## src/rtl/fetch_pkg.sv

```systemverilog
// fetch_pkg: shared widths, queue depth and the {pc, inst} entry type for the fetch buffer.
package fetch_pkg;
  localparam int FETCH_INST_SIZE = 32;
  localparam int FETCH_PC_SIZE = 32;
  localparam int FETCH_QUEUE_DEPTH = 4;
  typedef struct packed {
    logic [FETCH_PC_SIZE-1:0] pc;
    logic [FETCH_INST_SIZE-1:0] inst;
  } fetch_entry_t;
endpackage

```

## src/rtl/fetch_queue_mem.sv

```systemverilog
// fetch_queue_mem: DEPTH x W register array, one synchronous write port, one combinational read port, no reset.
//   clk          write clock
//   we/waddr/wdata  write enable, address, data
//   raddr/rdata  asynchronous read address and data
module fetch_queue_mem #(
  parameter int W = 64,
  parameter int DEPTH = 4,
  localparam int PTR_W = $clog2(DEPTH)
) (
  input  logic             clk,
  input  logic             we,
  input  logic [PTR_W-1:0] waddr,
  input  logic [W-1:0]     wdata,
  input  logic [PTR_W-1:0] raddr,
  output logic [W-1:0]     rdata
);
  logic [W-1:0] mem [DEPTH];
  always_ff @(posedge clk)
    if (we) mem[waddr] <= wdata;
  assign rdata = mem[raddr];
endmodule

```

## src/rtl/fetch_queue.sv

```systemverilog
// fetch_queue: in-order first-word-fall-through buffer of {pc, inst} pairs between IF and ID, with flush.
//   clk, rst       clock; asynchronous active-low reset
//   in_valid/in_ready/in_pc/in_inst     producer handshake (in_ready = !full)
//   flush          discards every entry and the current offer
//   out_valid/out_ready/out_pc/out_inst consumer handshake; out data zero when empty
//   count/full/empty                    occupancy status
module fetch_queue
  import fetch_pkg::*;
#(
  parameter int INST_SIZE = FETCH_INST_SIZE,
  parameter int PC_SIZE = FETCH_PC_SIZE,
  parameter int DEPTH = FETCH_QUEUE_DEPTH,
  localparam int PTR_W = $clog2(DEPTH)
) (
  input  logic                 clk,
  input  logic                 rst,
  input  logic                 in_valid,
  output logic                 in_ready,
  input  logic [PC_SIZE-1:0]   in_pc,
  input  logic [INST_SIZE-1:0] in_inst,
  input  logic                 flush,
  output logic                 out_valid,
  input  logic                 out_ready,
  output logic [PC_SIZE-1:0]   out_pc,
  output logic [INST_SIZE-1:0] out_inst,
  output logic [PTR_W:0]       count,
  output logic                 full,
  output logic                 empty
);
  localparam int W = PC_SIZE + INST_SIZE;
  logic [PTR_W-1:0] wr_ptr, rd_ptr;
  logic [W-1:0] head;
  logic push, pop;
  assign full = count == (PTR_W+1)'(DEPTH);
  assign empty = count == '0;
  assign in_ready = !full;
  assign out_valid = !empty;
  assign push = in_valid && in_ready && !flush;
  assign pop = out_valid && out_ready && !flush;
  assign out_pc = empty ? '0 : head[W-1:INST_SIZE];
  assign out_inst = empty ? '0 : head[INST_SIZE-1:0];
  fetch_queue_mem #(.W(W), .DEPTH(DEPTH)) u_mem (
    .clk(clk),
    .we(push),
    .waddr(wr_ptr),
    .wdata({in_pc, in_inst}),
    .raddr(rd_ptr),
    .rdata(head)
  );
  // Power-of-two depth lets the pointers wrap naturally.
  always_ff @(posedge clk or negedge rst)
    if (!rst) begin
      wr_ptr <= '0;
      rd_ptr <= '0;
      count <= '0;
    end else if (flush) begin
      wr_ptr <= '0;
      rd_ptr <= '0;
      count <= '0;
    end else begin
      if (push) wr_ptr <= wr_ptr + 1'b1;
      if (pop) rd_ptr <= rd_ptr + 1'b1;
      count <= (push && !pop) ? count + 1'b1 : (pop && !push) ? count - 1'b1 : count;
    end
endmodule

```

## config.mk

```make
export PLATFORM = sky130hd
export DESIGN_NAME = fetch_queue
export DESIGN_NICKNAME = d
export VERILOG_FILES = /design/src/rtl/fetch_pkg.sv /design/src/rtl/fetch_queue_mem.sv /design/src/rtl/fetch_queue.sv
export SDC_FILE = /design/constraint.sdc
export NUM_CORES = 1
export LEC_CHECK = 0
export BUFFER_PORTS_ARGS = -buffer_cell sky130_fd_sc_hd__buf_2
export CAP_MARGIN = 20
export CORE_UTILIZATION = 57
export CTS_BUF_LIST = sky130_fd_sc_hd__clkbuf_4 sky130_fd_sc_hd__clkbuf_8 sky130_fd_sc_hd__clkbuf_16
export CTS_CLUSTER_DIAMETER = 40
export DETAILED_ROUTE_END_ITERATION = 16
export PLACE_DENSITY = 0.79
export SKIP_LAST_GASP = 1
export SLEW_MARGIN = 20
export SYNTH_ARGS = -nofsm -noshare
export SYNTH_HDL_FRONTEND = slang
export SYNTH_SLANG_ARGS = --single-unit
```

## constraint.sdc

```tcl
create_clock -name clk -period 6.2 [get_ports clk]
set_clock_uncertainty 0.05 [all_clocks]
set_input_delay 0 -clock clk [delete_from_list [all_inputs] [get_ports clk]]
set_output_delay 0 -clock clk [all_outputs]
set_load 0.05 [all_outputs]
```

Word-level counts from Yosys, hierarchy flattened
Memory sizes are Yosys's and may differ from the RTL's.
Cells that the tools add are included.
{ "word_totals": {"ff_bits": 7, "ram_bits": 256, "input_bits": 69, "wordCells": 35, "mem_count": 1} }
{ "classes": {"n_addsub": 4, "n_eq_ne": 1, "mux": 11, "reduce_logical": 15} }
{ "memory_table": {"columns": ["memory", "words", "width", "read_ports", "rd_ports_with_merged_regs", "write_ports", "line_no", "source"], "rows": [
  ["u_mem.mem", 4, 64, 1, 0, 1, "fetch_queue_mem.sv:17", "logic [W-1:0] mem [DEPTH];"]
]} }
{ "op_table": {"columns": ["operator", "n"], "rows": [
  ["$mux 32", 2],
  ["$mux 3", 3],
  ["$mux 2", 4],
  ["$logic_and 1x1->1", 6],
  ["$logic_not 1->1", 5],
  ["$add 2x1->2 const B", 2],
  ["$reduce_bool 2->1", 2],
  ["$add 3x1->3 const B", 1],
  ["$eq 3x3->1 const B", 1],
  ["$logic_not 3->1", 1],
  ["$reduce_bool 3->1", 1],
  ["$sub 3x1->3 const B", 1],
  ["$mux 1", 2]
]} }

Longest topological paths before layout
Gate-level depths: netlist (run 1).
{ "logic_depth": {"depth_word": 9, "depth_mapped": 9} }

Cells and area by module
Synthesis (run 1) repeated with hierarchy kept, for this count alone.
{ "unflattened": {"cells_unflattened": 471, "area_unflattened_um2": 10341.2} }
{ "by_module_without_submodules": {"columns": ["mod", "instances", "cells_each", "area_each_um2"], "rows": [
  ["fetch_queue_mem", 1, 338, 9341.5],
  ["fetch_queue", 1, 133, 999.7]
]} }

Least setup slack after synthesis (run 1)
Ideal clock, no wire load.
{ "synth_timing": {"kind": "register to register", "startpoint": "reg count[1]", "endpoint": "mem u_mem.mem[0][0], enable pin", "setup_ns": 0.429, "arrival_ns": 3.263, "slack_ns": 2.458, "path_stages_with_launch": 6, "path_buffers": 1, "cell_sequence": "dfrtp_1 > buf_2 > or3b_4 > clkinv_2 > nor3_1 > and2_1"} }
{ "synth_via": {"elab_chain_cells": 6} }
{ "synth_lines": {"columns": ["element", "line_no", "source"], "rows": [
  ["from (decl)", "fetch_queue.sv:26", "output logic [PTR_W:0] count,"],
  ["from (signal assigned)", "fetch_queue.sv:63", "count <= (push && !pop) ? count + 1'b1 : (pop && !push) ? count - 1'b1 : count;"],
  ["$eq 3x3->1", "fetch_queue.sv:34", "assign full = count == (PTR_W+1)'(DEPTH);"],
  ["$logic_not 1->1", "fetch_queue.sv:36", "assign in_ready = !full;"],
  ["via in_ready", "fetch_queue.sv:18", "output logic in_ready,"],
  ["$logic_and 1x1->1 (2 in series)", "fetch_queue.sv:38", "assign push = in_valid && in_ready && !flush;"],
  ["$mux 1", "fetch_queue_mem.sv:19", "if (we) mem[waddr] <= wdata;"],
  ["$mux 1 (implied by the code)", "fetch_queue_mem.sv:19", null],
  ["to (decl)", "fetch_queue_mem.sv:17", null]
]} }
The timed path passes the listed nets, and every way through them passes these cells.

Worst setup path after layout (run 1)
{ "layout_timing": {"startpoint": "reg rd_ptr[0]", "endpoint": "out out_pc[30]"} }
{ "layout_via": {"elab_chain_cells": 2} }
{ "layout_lines": {"columns": ["element", "line_no", "source"], "rows": [
  ["from (decl)", "fetch_queue.sv:31", "logic [PTR_W-1:0] wr_ptr, rd_ptr;"],
  ["from (signal assigned)", "fetch_queue.sv:62", "if (pop) rd_ptr <= rd_ptr + 1'b1;"],
  ["$mem_v2 4x64", null, null],
  ["$mux 32", "fetch_queue.sv:40", "assign out_pc = empty ? '0 : head[W-1:INST_SIZE];"],
  ["to (decl)", "fetch_queue.sv:24", "output logic [PC_SIZE-1:0] out_pc,"]
]} }
No other way between the ends.

==> summary.txt, run 1 <==
Timing
  • Final Max Slew Viols: 0
  • RSZ-0062 raised after global routing: false
  • Slew headroom: 34.1%
  • TNS Setup: 0 ns
  • Final setup viols: 0
  • Tcrit/Tclk final: 49.8%
  • FMAX: 0.324 GHz
  • Post-layout min period: 3.09 ns
  • Least-Margin Pin Slew: 0.989 ns
  • Hold Violations, Final: 0

Clock network
  • Post-CTS resize count: 0
  • Clk_lat worst skew: 0.49 ns
  • Clock Path Buffers: 3
  • Hold_buf cts: 70
  • Post-CTS setup buffer count: 0
  • CTS buffer count: 34
  • Clock sinks: 263
  • CTS tree: yes
  • CTS root buf: clkbuf_16
  • Htree depth: 2
  • Clock-pin slew on the worst setup and hold paths: 0.06 ns

Layout
  • Layout cell share with drive strength beyond 1: 37.2%
  • # nets final: 770
  • Area growth, synth to finish: 26.0%
  • Antenna cell count: 0
  • Layout Cells excl Fill: 945

Worst setup path
  • Peak fanout along the critical path: 39
  • CP Capture Type: output pin
  • Reg2Reg Depth: 4
  • CP Depth: 4
  • Crit-path cells: buf_4 -> mux4_2 -> and2_1 -> buf_2
  • Crit path DAT: 3.04 ns
  • Family with the most delay on the worst path: flip-flops
  • Slowest-stage cell, CP: dfrtp_4
  • WP data required: 6.15 ns
  • Buf+Inv Stages, Crit Path: 2
  • CP peak stage delay: 0.93 ns
  • Critical path launch point type: register
  • Critical path class: reg -> out

GRT
  • GR Util All Layers: 22.8%
  • Vias in the first global route: 5926
  • Initial antenna violation count: 0
  • Pin count of the biggest net entering global routing: 65
  • Total grt overflow: 0
  • First-pass GRT wire length: 31200 µm

Placement
  • Placed cells: 815
  • Port Buf Inserts: 139
  • GPL Wtd Cong: 0.741
  • Detailed Place HPWL: 10700 µm

Flow run
  • Maxcap violations: 0

Logic synthesis
  • Seq cells post-synth: 263
  • Post-synth EDFFs: 256
  • Post-synth ARST share: 2.66%
  • Top cells by count, synth: edfxtp_1, and2_1, mux4_2
  • Post-Syn Area per Cell: 21.6 µm²
  • Largest area contributor in the netlist: edfxtp_1
  • Ys Warns: 0
  • Syn_nets: 548
  • Post-Syn Area: 10300 µm²
  • Post-synthesis sequential area ratio: 76.7%
  • Distinct cells, synth: 34
  • Most numerous cell in the Yosys netlist: edfxtp_1
  • Top FF cell, synth: edfxtp_1
  • Post-synth top area share: 75.0%
  • Synth top area cells: edfxtp_1, mux4_2, and2_1, dfrtp_1, buf_2
  • Post-Syn Instances: 474

Power
  • Combinational share of power: 26.6%
  • Sw power: 1.77 mW
  • Clock power frac: 34.5%
  • Int Pwr: 3.67 mW
  • Final Power: 5.44 mW
  • VDD IR max: 289 µV
  • Sw Share: 32.6%
  • Pwr dens: 421 nW/µm²
  • Leakage power: 4.56 nW
  • Share of power burned in registers: 38.9%

Outcome
  • Status: finished, final reports clean

Detailed routing
  • DR DRC count: 0
  • Vias: 5341
  • Wire per inst: 21.0 µm
  • Routed WL: 19800 µm
  • Initial DRC Count: 318
  • Via density: 5.65
  • Final ANT Viol Nets: 0
  • TritonRoute pass-1 iters: 5

Worst hold path
  • Hold/Removal Path Class: in -> reg
  • Hold depth: 2

Floorplanning
  • # rows: 48
  • Num ports: 140
  • Vert. Die Dim: 136 µm
  • Die width: 136 µm
  • Starting Density: 58.9%
  • Core ar.: 17400 µm²
  • Die Area: 18500 µm²
-- cell families (layout without fill, tap and decap cells) --
kind of cell | Yosys count | count (layout) | share of synthesized area (%)
AOI/OAI and AO/OA | 19 | 19 | 1.39
xor gates and xnor gates | 2 | 2 | 0.171
adders and majority gates | 5 | 5 | 0.684
buffers and inverters | 34 | 280 | 1.78
DFF | 263 | 263 | 76.7
muxes | 64 | 64 | 14.1
and+or+nand+nor | 87 | 87 | 5.21
-- state kept, by name, indices dropped and copies added, names as in the netlist --
signal	count
u_mem.mem	256
count	3
rd_ptr	2
wr_ptr	2
-- final cells by class --
cell class / instances / area (µm²)
fillers: 1013 / 4500
clock buffers: 37 / 891
clock inverters: 23 / 213
multi-input cells: 177 / 2220
flip-flops and latches: 263 / 7870
repair buffers: 212 / 1420
well taps: 225 / 282
inverters: 8 / 31.3
-- worst paths after layout --
kind                                start                to  slack [ns]
worst max-delay path            rd_ptr[0]        out_pc[30]        3.11
max in group asynchronous             rst         rd_ptr[0]        5.37
worst min-delay path             in_pc[5]  u_mem.mem[1][37]        0.21
worst min register to register  wr_ptr[1]         wr_ptr[1]        0.58
worst max register to register   count[1]   u_mem.mem[3][2]        3.55
min in group asynchronous             rst          count[2]        0.43
-- layout by cell type (no fill, tap or decap), types with 2 or more instances in the layout --
master / netlist / final
clkinv_2: 1 / 5
nor2_1: 3 / 3
o311ai_0: 2 / 2
buf_4: 0 / 3
clkinv_4: 0 / 2
dfrtp_1: 7 / 5
inv_1: 7 / 7
edfxtp_1: 256 / 256
o21bai_1: 2 / 2
o21ai_0: 3 / 3
dlygate4sd3_1: 0 / 70
and2_1: 69 / 65
bufinv_16: 0 / 3
nand2_1: 3 / 2
mux4_2: 64 / 64
buf_2: 12 / 139
inv_6: 0 / 5
ha_1: 4 / 4
clkinv_1: 0 / 7
clkinvlp_4: 0 / 2
clkbuf_16: 0 / 35
nand2b_1: 3 / 3
o22a_1: 2 / 2
o211a_1: 2 / 2
a21oi_1: 3 / 3
clkbuf_4: 0 / 2
and2_4: 0 / 4
nand3_1: 3 / 3
xor2_1: 2 / 2
-- routing by layer --
metal,part of all wire [%],GRT usage (%),up-vias,wire length (µm)
li1,-,-,2372,-
met1,39,28.3,2711,7690
met2,53,40.0,234,10500
met3,6.5,4.36,24,1290
met4,1.8,7.96,0,357
met5,0,0,-,0
-- stage by stage --
| stage | area (µm²) | hold WS, ns | worst slack [ns] | util (%) |
|---|---|---|---|---|
| 2_1_floorplan | 10300 | -0.346 | 2.46 | - |
| 3_3_place_gp | 11100 | -0.200 | 3.53 | 63.8 |
| 3_5_place_dp | 11100 | -0.200 | 3.51 | 63.8 |
| 4_1_cts | 12900 | 0.191 | 2.97 | 74.2 |
| 5_1_grt | 12900 | 0.204 | 2.82 | 74.2 |
| 6_report | 12900 | 0.213 | 3.11 | 74.2 |
-- worst register-to-register path: stages, from the launching register on --
cell      delay [ns]
dfrtp_1         0.54
or3b_4          0.24
clkinv_2        0.10
nor3_1          0.40
and2_4          0.86
-- power groups by stage --
| stage | combinational (mW) | clock [mW] | sequential [mW] |
|---|---|---|---|
| final | 1.44 | 1.88 | 2.12 |
| after global routing | 1.52 | 1.98 | 2.13 |
| after CTS | 1.46 | 1.90 | 2.12 |
| after detailed placement | 1.41 | 0 | 2.16 |
| after global placement | 1.40 | 0 | 2.15 |
| after floorplan | 1.15 | 0 | 2.10 |
(Power assumes the default switching activity.)
==> inputs of run 2 (changes only) <==
==> constraint.sdc (replaced) <==
create_clock -name clk -period 3.1 [get_ports clk]
set_clock_uncertainty 0.05 [all_clocks]
set_input_delay 0 -clock clk [delete_from_list [all_inputs] [get_ports clk]]
set_output_delay 0 -clock clk [all_outputs]
set_load 0.05 [all_outputs]
==> run 2 against run 1 <==
- first-iteration DRC count up 12%
- register-to-register slack worse by 3.0 ns
- global-route usage up 0.41 points
- non-clock buffer count up 8
- combinational power up 110%
- critical path depth unchanged
- wire length up 2.6%
==> summary.txt, run 2 (synthesis results as in run 1) <==
Detailed routing
  • TritonRoute pass-1 iters: 7 (+2)
  • Via density: 5.67 (+0.36%)
  • Initial DRC Count: 357 (+12%)
  • Routed WL: 20300 µm (+2.6%)
  • Vias: 5417 (+1.4%)
  • DR DRC count: 0 (unchanged)
  • Final ANT Viol Nets: 0 (unchanged)
  • Wire per inst: 21.3 µm (+1.5%)

Worst setup path
  • Critical path launch point type: register
  • Critical path class: reg -> out
  • WP data required: 3.05 ns (-3.10 ns)
  • Crit-path cells: buf_4 -> mux4_2 -> and2_1 -> buf_2
  • Slowest-stage cell, CP: dfrtp_4
  • Peak fanout along the critical path: 28 (-28%)
  • Crit path DAT: 2.59 ns (-0.45 ns)
  • CP peak stage delay: 0.78 ns (-0.15 ns)
  • CP Capture Type: output pin

Power
  • Pwr dens: 836 nW/µm² (+99%)
  • Leakage power: 4.63 nW (+1.4%)
  • VDD IR max: 818 µV (+180%)
  • Final Power: 10.9 mW (+100%)

Clock network
  • Hold_buf cts: 70 (unchanged)
  • CTS root buf: clkbuf_16
  • Clock Path Buffers: 3 (unchanged)
  • Clk_lat worst skew: 0.49 ns (about the same)
  • Clock-pin slew on the worst setup and hold paths: 0.06 ns (about the same)
  • CTS tree: yes
  • Htree depth: 2 (unchanged)
  • Post-CTS resize count: 0 (unchanged)
  • Post-CTS setup buffer count: 0 (unchanged)
  • CTS buffer count: 35 (+2.9%)
  • Clock sinks: 263 (unchanged)

Timing
  • Slew headroom: 60.9% (+27 points)
  • Hold Violations, Final: 0 (unchanged)
  • Tcrit/Tclk final: 85.1%
  • Post-layout min period: 2.64 ns
  • RSZ-0062 raised after global routing: false
  • Final Max Slew Viols: 0 (unchanged)
  • FMAX: 0.379 GHz
  • Least-Margin Pin Slew: 0.586 ns (-0.403 ns)
  • Final setup viols: 0 (unchanged)
  • TNS Setup: 0 ns (unchanged)

Layout
  • Fin util: 74.9% (+0.76 points)
  • Layout Cells excl Fill: 955 (+1.1%)
  • Multi-input logic area: 2220 µm² (unchanged)
  • Biggest register: u_mem.mem
  • Area growth, synth to finish: 27.3%
  • Most frequent cells in the layout: edfxtp_1, buf_2, dlygate4sd3_1
  • # nets final: 779 (+1.2%)
  • Top flop regs: u_mem.mem (256), count (3)
  • Most common cell after layout, fill and taps aside: edfxtp_1
  • Layout cell share with drive strength beyond 1: 38.4% (+1.2 points)
  • Fillcell total: 987 (-2.6%)
  • Max FFs per register: 256 (unchanged)
  • Sequential Area: 7870 µm² (about the same)

GRT
  • Total grt overflow: 0 (unchanged)
  • GR Util All Layers: 23.2% (+0.41 points)
  • Initial antenna violation count: 1 (+1)
  • Vias in the first global route: 5760 (-2.8%)
  • Pin count of the biggest net entering global routing: 65 (unchanged)
  • First-pass GRT wire length: 31400 µm (+0.64%)

Placement
  • Placed cells: 823 (+0.98%)
  • Port Buf Inserts: 139 (unchanged)
  • Detailed Place HPWL: 11300 µm (+6.5%)
  • GPL Wtd Cong: 0.908 (+22%)

Worst hold path
  • Hold/Removal Path Class: in -> reg

Floorplanning
  • Num ports: 140 (unchanged)
  • Die Area: 18500 µm² (unchanged)
  • # rows: 48 (unchanged)
  • Core ar.: 17400 µm² (unchanged)
  • Die width: 136 µm (unchanged)
  • Starting Density: 58.9% (unchanged)
  • Vert. Die Dim: 136 µm (unchanged)

Outcome
  • Status: finished, final reports clean

Flow run
  • Maxcap violations: 0 (unchanged)
## run 2: power breakdown
part | internal, mW | switching [mW]
Sequential | 4.07 | 0.144
Combinational | 0.962 | 2.01
Clock | 2.29 | 1.44
## run 2: final cells by class
class | count | share of cell area, %
Sequential cell | 263 | 60.3
Multi-Input combinational cell | 177 | 17.0
Timing Repair Buffer | 220 | 11.8
Clock buffer | 39 | 7.21
Tap cell | 225 | 2.16
Clock inverter | 22 | 1.28
Inverter | 8 | 0.240
Antenna cell | 1 | 0.0192
## run 2: metal layers
layer  global-route usage, %  vias to the layer above  wire, µm
met1                    29.4                     2719      7910
met2                    39.8                      256     10500
met4                    7.78                        0       417
met5                       0                        -         0
met3                    5.15                       44      1480
li1                        -                     2398         -
## run 2: path summary, 6_finish.rpt
check	from	endpoint	slack [ns]	depth (start not counted)
setup / recovery	rd_ptr[0]	out_inst[23]	0.46	4
setup reg to reg	count[2]	count[1]	0.51	8
min in group asynchronous	rst	rd_ptr[0]	0.44	3
max in group asynchronous	rst	rd_ptr[1]	2.25	3
hold / removal	in_pc[12]	u_mem.mem[0][44]	0.20	2
hold reg to reg	wr_ptr[1]	wr_ptr[1]	0.56	2
## run 2: through the flow
stage,hold WS (ns),worst slack (ns),instance area (µm²)
2_1_floorplan,-0.346,0.0476,10300
3_3_place_gp,-0.206,0.690,11200
3_5_place_dp,-0.203,0.542,11200
4_1_cts,0.180,0.390,13100
5_1_grt,0.192,0.305,13100
6_report,0.202,0.463,13100
## run 2: critical path: cells and delay by family, from the launching register on
family | cells | cell delay (ns)
muxes | 1 | 0.55
buffers and inverters | 2 | 0.54
DFF | 1 | 0.78
and+or+nand+nor | 1 | 0.19
==> inputs of run 3 (changes only) <==
--- a/config.mk
+++ b/config.mk
@@ -5,6 +5,7 @@
 export SDC_FILE = /design/constraint.sdc
 export NUM_CORES = 1
 export LEC_CHECK = 0
+export ABC_AREA = 1
 export BUFFER_PORTS_ARGS = -buffer_cell sky130_fd_sc_hd__buf_2
 export CAP_MARGIN = 20
 export CORE_UTILIZATION = 57
==> constraint.sdc (replaced) <==
create_clock -name clk -period 3.2 [get_ports clk]
set_clock_uncertainty 0.05 [all_clocks]
set_input_delay 0 -clock clk [delete_from_list [all_inputs] [get_ports clk]]
set_output_delay 0 -clock clk [all_outputs]
set_load 0.05 [all_outputs]
==> run 3 against run 2 <==
- area after synthesis is 1.1% higher
- register-to-register slack got worse by 0.38 ns
- final cell count is 34% higher
- synthesized cell count up 74%
- non-clock buffer count up 6
- clock power decreased by 9.4%
- sequential share of layout area is 0.14 points higher
- die area is 1.1% higher
- design area is 0.26% lower
- core utilization shrank 0.71 points
- flip-flop and latch count unchanged
- worst hold slack worse by 0.041 ns
- critical path type is now reg -> reg
- largest power group is now combinational logic
- highest routed layer unchanged
==> summary.txt, run 3 <==
Logic synthesis
  • Post-synth ARST share: 2.66% (unchanged)
  • Post-Syn Instances: 824 (+74%)
  • Largest area contributor in the netlist: edfxtp_1
  • Syn_nets: 898 (+64%)
  • Top cells by count, synth: nor2_1, edfxtp_1, o21ai_0
  • Distinct cells, synth: 20 (-41%)
  • Post-synthesis sequential area ratio: 75.8% (-0.87 points)
  • Top FF cell, synth: edfxtp_1
  • Post-Syn Area: 10400 µm² (+1.1%)
  • Seq cells post-synth: 263 (unchanged)
  • Ys Warns: 0 (unchanged)
  • Post-synth EDFFs: 256 (unchanged)
  • Post-synth top area share: 74.1% (-0.85 points)
  • Synth top area cells: edfxtp_1, nor2_1, o21ai_0, a21oi_1, dfrtp_1
  • Most numerous cell in the Yosys netlist: nor2_1
  • Post-Syn Area per Cell: 12.6 µm² (-42%)

Clock network
  • Clock-pin slew on the worst setup and hold paths: 0.06 ns (about the same)
  • Clock sinks: 263 (unchanged)
  • Clock Path Buffers: 3 (unchanged)
  • Clk_lat worst skew: 0.54 ns (+0.05 ns)
  • CTS root buf: clkbuf_16
  • CTS buffer count: 30 (-14%)
  • Htree depth: 1 (-1)
  • CTS tree: yes

Detailed routing
  • Vias: 7019 (+30%)
  • Wire per inst: 17.8 µm (-17%)
  • DR DRC count: 0 (unchanged)
  • TritonRoute pass-1 iters: 4 (-3)
  • Initial DRC Count: 515 (+44%)
  • Final ANT Viol Nets: 0 (unchanged)
  • Via density: 5.47 (-3.6%)
  • Routed WL: 22800 µm (+12%)

Power
  • Share of power burned in registers: 33.4% (-5.2 points)
  • Sw power: 5.26 mW (+46%)
  • Int Pwr: 7.10 mW (-3.1%)
  • Sw Share: 42.6% (+9.6 points)
  • Combinational share of power: 39.2% (+12 points)
  • Pwr dens: 949 nW/µm² (+13%)
  • VDD IR max: 878 µV (+7.4%)
  • Leakage power: 4.84 nW (+4.6%)
  • Clock power frac: 27.4% (-6.8 points)

Timing
  • Post-layout min period: 3.07 ns
  • Final WS setup: 0.130 ns (-0.333 ns)
  • Tcrit/Tclk final: 95.9%
  • Hold Violations, Final: 0 (unchanged)
  • Least-Margin Pin Slew: 1.00 ns (+0.418 ns)
  • Final setup viols: 0 (unchanged)
  • Slew headroom: 32.9% (-28 points)
  • Final Max Slew Viols: 0 (unchanged)
  • RSZ-0062 raised after global routing: false
  • Hold WS: 0.162 ns (-0.0407 ns)
  • FMAX: 0.326 GHz

GRT
  • GR Util All Layers: 24.8% (+1.6 points)
  • Total grt overflow: 0 (unchanged)
  • Initial antenna violation count: 0 (-1)
  • Pin count of the biggest net entering global routing: 96 (+48%)
  • Vias in the first global route: 7133 (+24%)
  • First-pass GRT wire length: 35100 µm (+12%)

Worst setup path
  • Critical path launch point type: register
  • FF-to-FF setup slack: 0.13 ns (-0.38 ns)
  • Crit path DAT: 3.45 ns (+0.86 ns)
  • Reg-to-reg critical path endpoint: count[2]
  • WP data required: 3.58 ns (+0.53 ns)
  • CP Capture Type: register
  • Critical path class: reg -> reg
  • Worst Setup SP: count[2]
  • Reg2Reg Depth: 13 (+5)
  • Peak fanout along the critical path: 6 (-79%)
  • Reg2reg start: count[2]

Worst hold path
  • Hold/Removal Path Class: in -> reg
  • Hold endpoint: u_mem.mem[2][7]
  • Hold depth: 2 (unchanged)
  • Hold Startpoint: in_inst[7]

Layout
  • Biggest register: u_mem.mem
  • Sequential Area: 7870 µm² (about the same)
  • Most common cell after layout, fill and taps aside: nor2_1
  • Fillcell total: 1101 (+12%)
  • Top flop regs: u_mem.mem (256), count (3)
  • Area growth, synth to finish: 25.6%
  • Max FFs per register: 256 (unchanged)
  • Multi-input logic area: 2210 µm² (-0.17%)
  • Layout Cells excl Fill: 1283 (+34%)
  • Layout cell share with drive strength beyond 1: 20.7% (-18 points)
  • # nets final: 1107 (+42%)
  • Most frequent cells in the layout: nor2_1, edfxtp_1, buf_2
  • Fin util: 74.2% (-0.71 points)

Floorplanning
  • Starting Density: 59.1% (+0.27 points)
  • Core ar.: 17500 µm² (+0.69%)
  • Vert. Die Dim: 137 µm (+0.56%)
  • Die Area: 18700 µm² (+1.1%)
  • # rows: 48 (unchanged)
  • Die width: 137 µm (+0.56%)
  • Num ports: 140 (unchanged)

Placement
  • GPL Wtd Cong: 0.875 (-3.6%)
  • Port Buf Inserts: 139 (unchanged)
  • Post-place setup slack: 0.975 ns (+0.433 ns)
  • Placed cells: 1153 (+40%)
  • Detailed Place HPWL: 12200 µm (+7.5%)

Outcome
  • Status: finished, final reports clean

Flow run
  • Maxcap violations: 0 (unchanged)
[run 3: cell types whose count changed after synthesis, sizes merged, moves of 11 or more]
cell	change
nand2	+19
buf	+19
inv	+11
a21oi	+65
nor2	+260
mux4	-64
and2	-69
o21ai	+129
[run 3: cells by family after synthesis]
logic type               Yosys count  share of synthesized area, %
AND/OR/NAND/NOR                  287                          10.4
flip-flops                       263                          75.8
AO/OA/AOI/OAI                    201                          9.73
buffers and inverters             67                          3.25
adder cells (fa/ha/maj)            5                         0.676
XOR/XNOR                           1                        0.0845
[run 3: routing by layer]
layer	share of wire, %	track usage, %	wire length [µm]
met5	0	0	0
met4	2.3	9.10	518
met3	6.6	4.96	1510
met2	51	43.1	11500
met1	40	30.9	9210
[run 3: timing repair]
action,CTS,global route
gates resized for setup,0,3
endpoints found under the setup margin,0,1
hold buffers,72,0
setup buffers,0,1
endpoints found under the hold margin,270,0
[run 3: per-stage QoR]
stage | total power [mW] | setup TNS (ns) | cell area [µm²]
6_report | 12.4 | 0 | 13000
2_1_floorplan | 7.77 | -272.12 | 10400
5_1_grt | 12.8 | 0 | 13000
4_1_cts | 12.4 | 0 | 13000
3_5_place_dp | 8.88 | 0 | 11300
3_3_place_gp | 8.81 | 0 | 11300
[run 3: final cells by class]
type,instances,share of cell area (%)
Clock inverter,22,1.73
Timing Repair Buffer,226,12.1
Inverter,18,0.529
Antenna cell,1,0.0192
Clock buffer,34,6.00
Multi-Input combinational cell,494,17.0
Tap cell,225,2.16
Sequential cell,263,60.4
[run 3: worst max-delay path, cell delays in order (launching register included)]
cell           delay [ns]
dfrtp_1              0.42
inv_1                0.08
nand2_1              0.14
nand2_2              0.12
nand3_2              0.11
inv_1                0.05
fa_1                 0.42
xnor2_2              0.17
o21bai_1             0.13
dlygate4sd3_1        0.56
nand2_1              0.05
dlygate4sd3_1        0.55
nand2_1              0.07
nand2_1              0.05
[run 3: worst max path at each step]
stage                       end  cells past startpoint  slack (ns)
2_1_floorplan   u_mem.mem[0][0]                      4       -1.06
3_3_place_gp    u_mem.mem[1][0]                      4        1.04
3_5_place_dp   u_mem.mem[1][19]                      4        0.97
4_1_cts                count[2]                     13         0.1
5_1_grt                count[2]                     13       0.005
6_report               count[2]                     13        0.13
[run 3: power by group through the flow]
stage | combinational [mW] | clock (mW) | sequential (mW)
6_report | 4.85 | 3.38 | 4.13
5_1_grt | 5.15 | 3.55 | 4.14
4_1_cts | 4.81 | 3.41 | 4.13
3_5_place_dp | 4.68 | 0 | 4.20
3_3_place_gp | 4.62 | 0 | 4.19
2_1_floorplan | 3.56 | 0 | 4.21
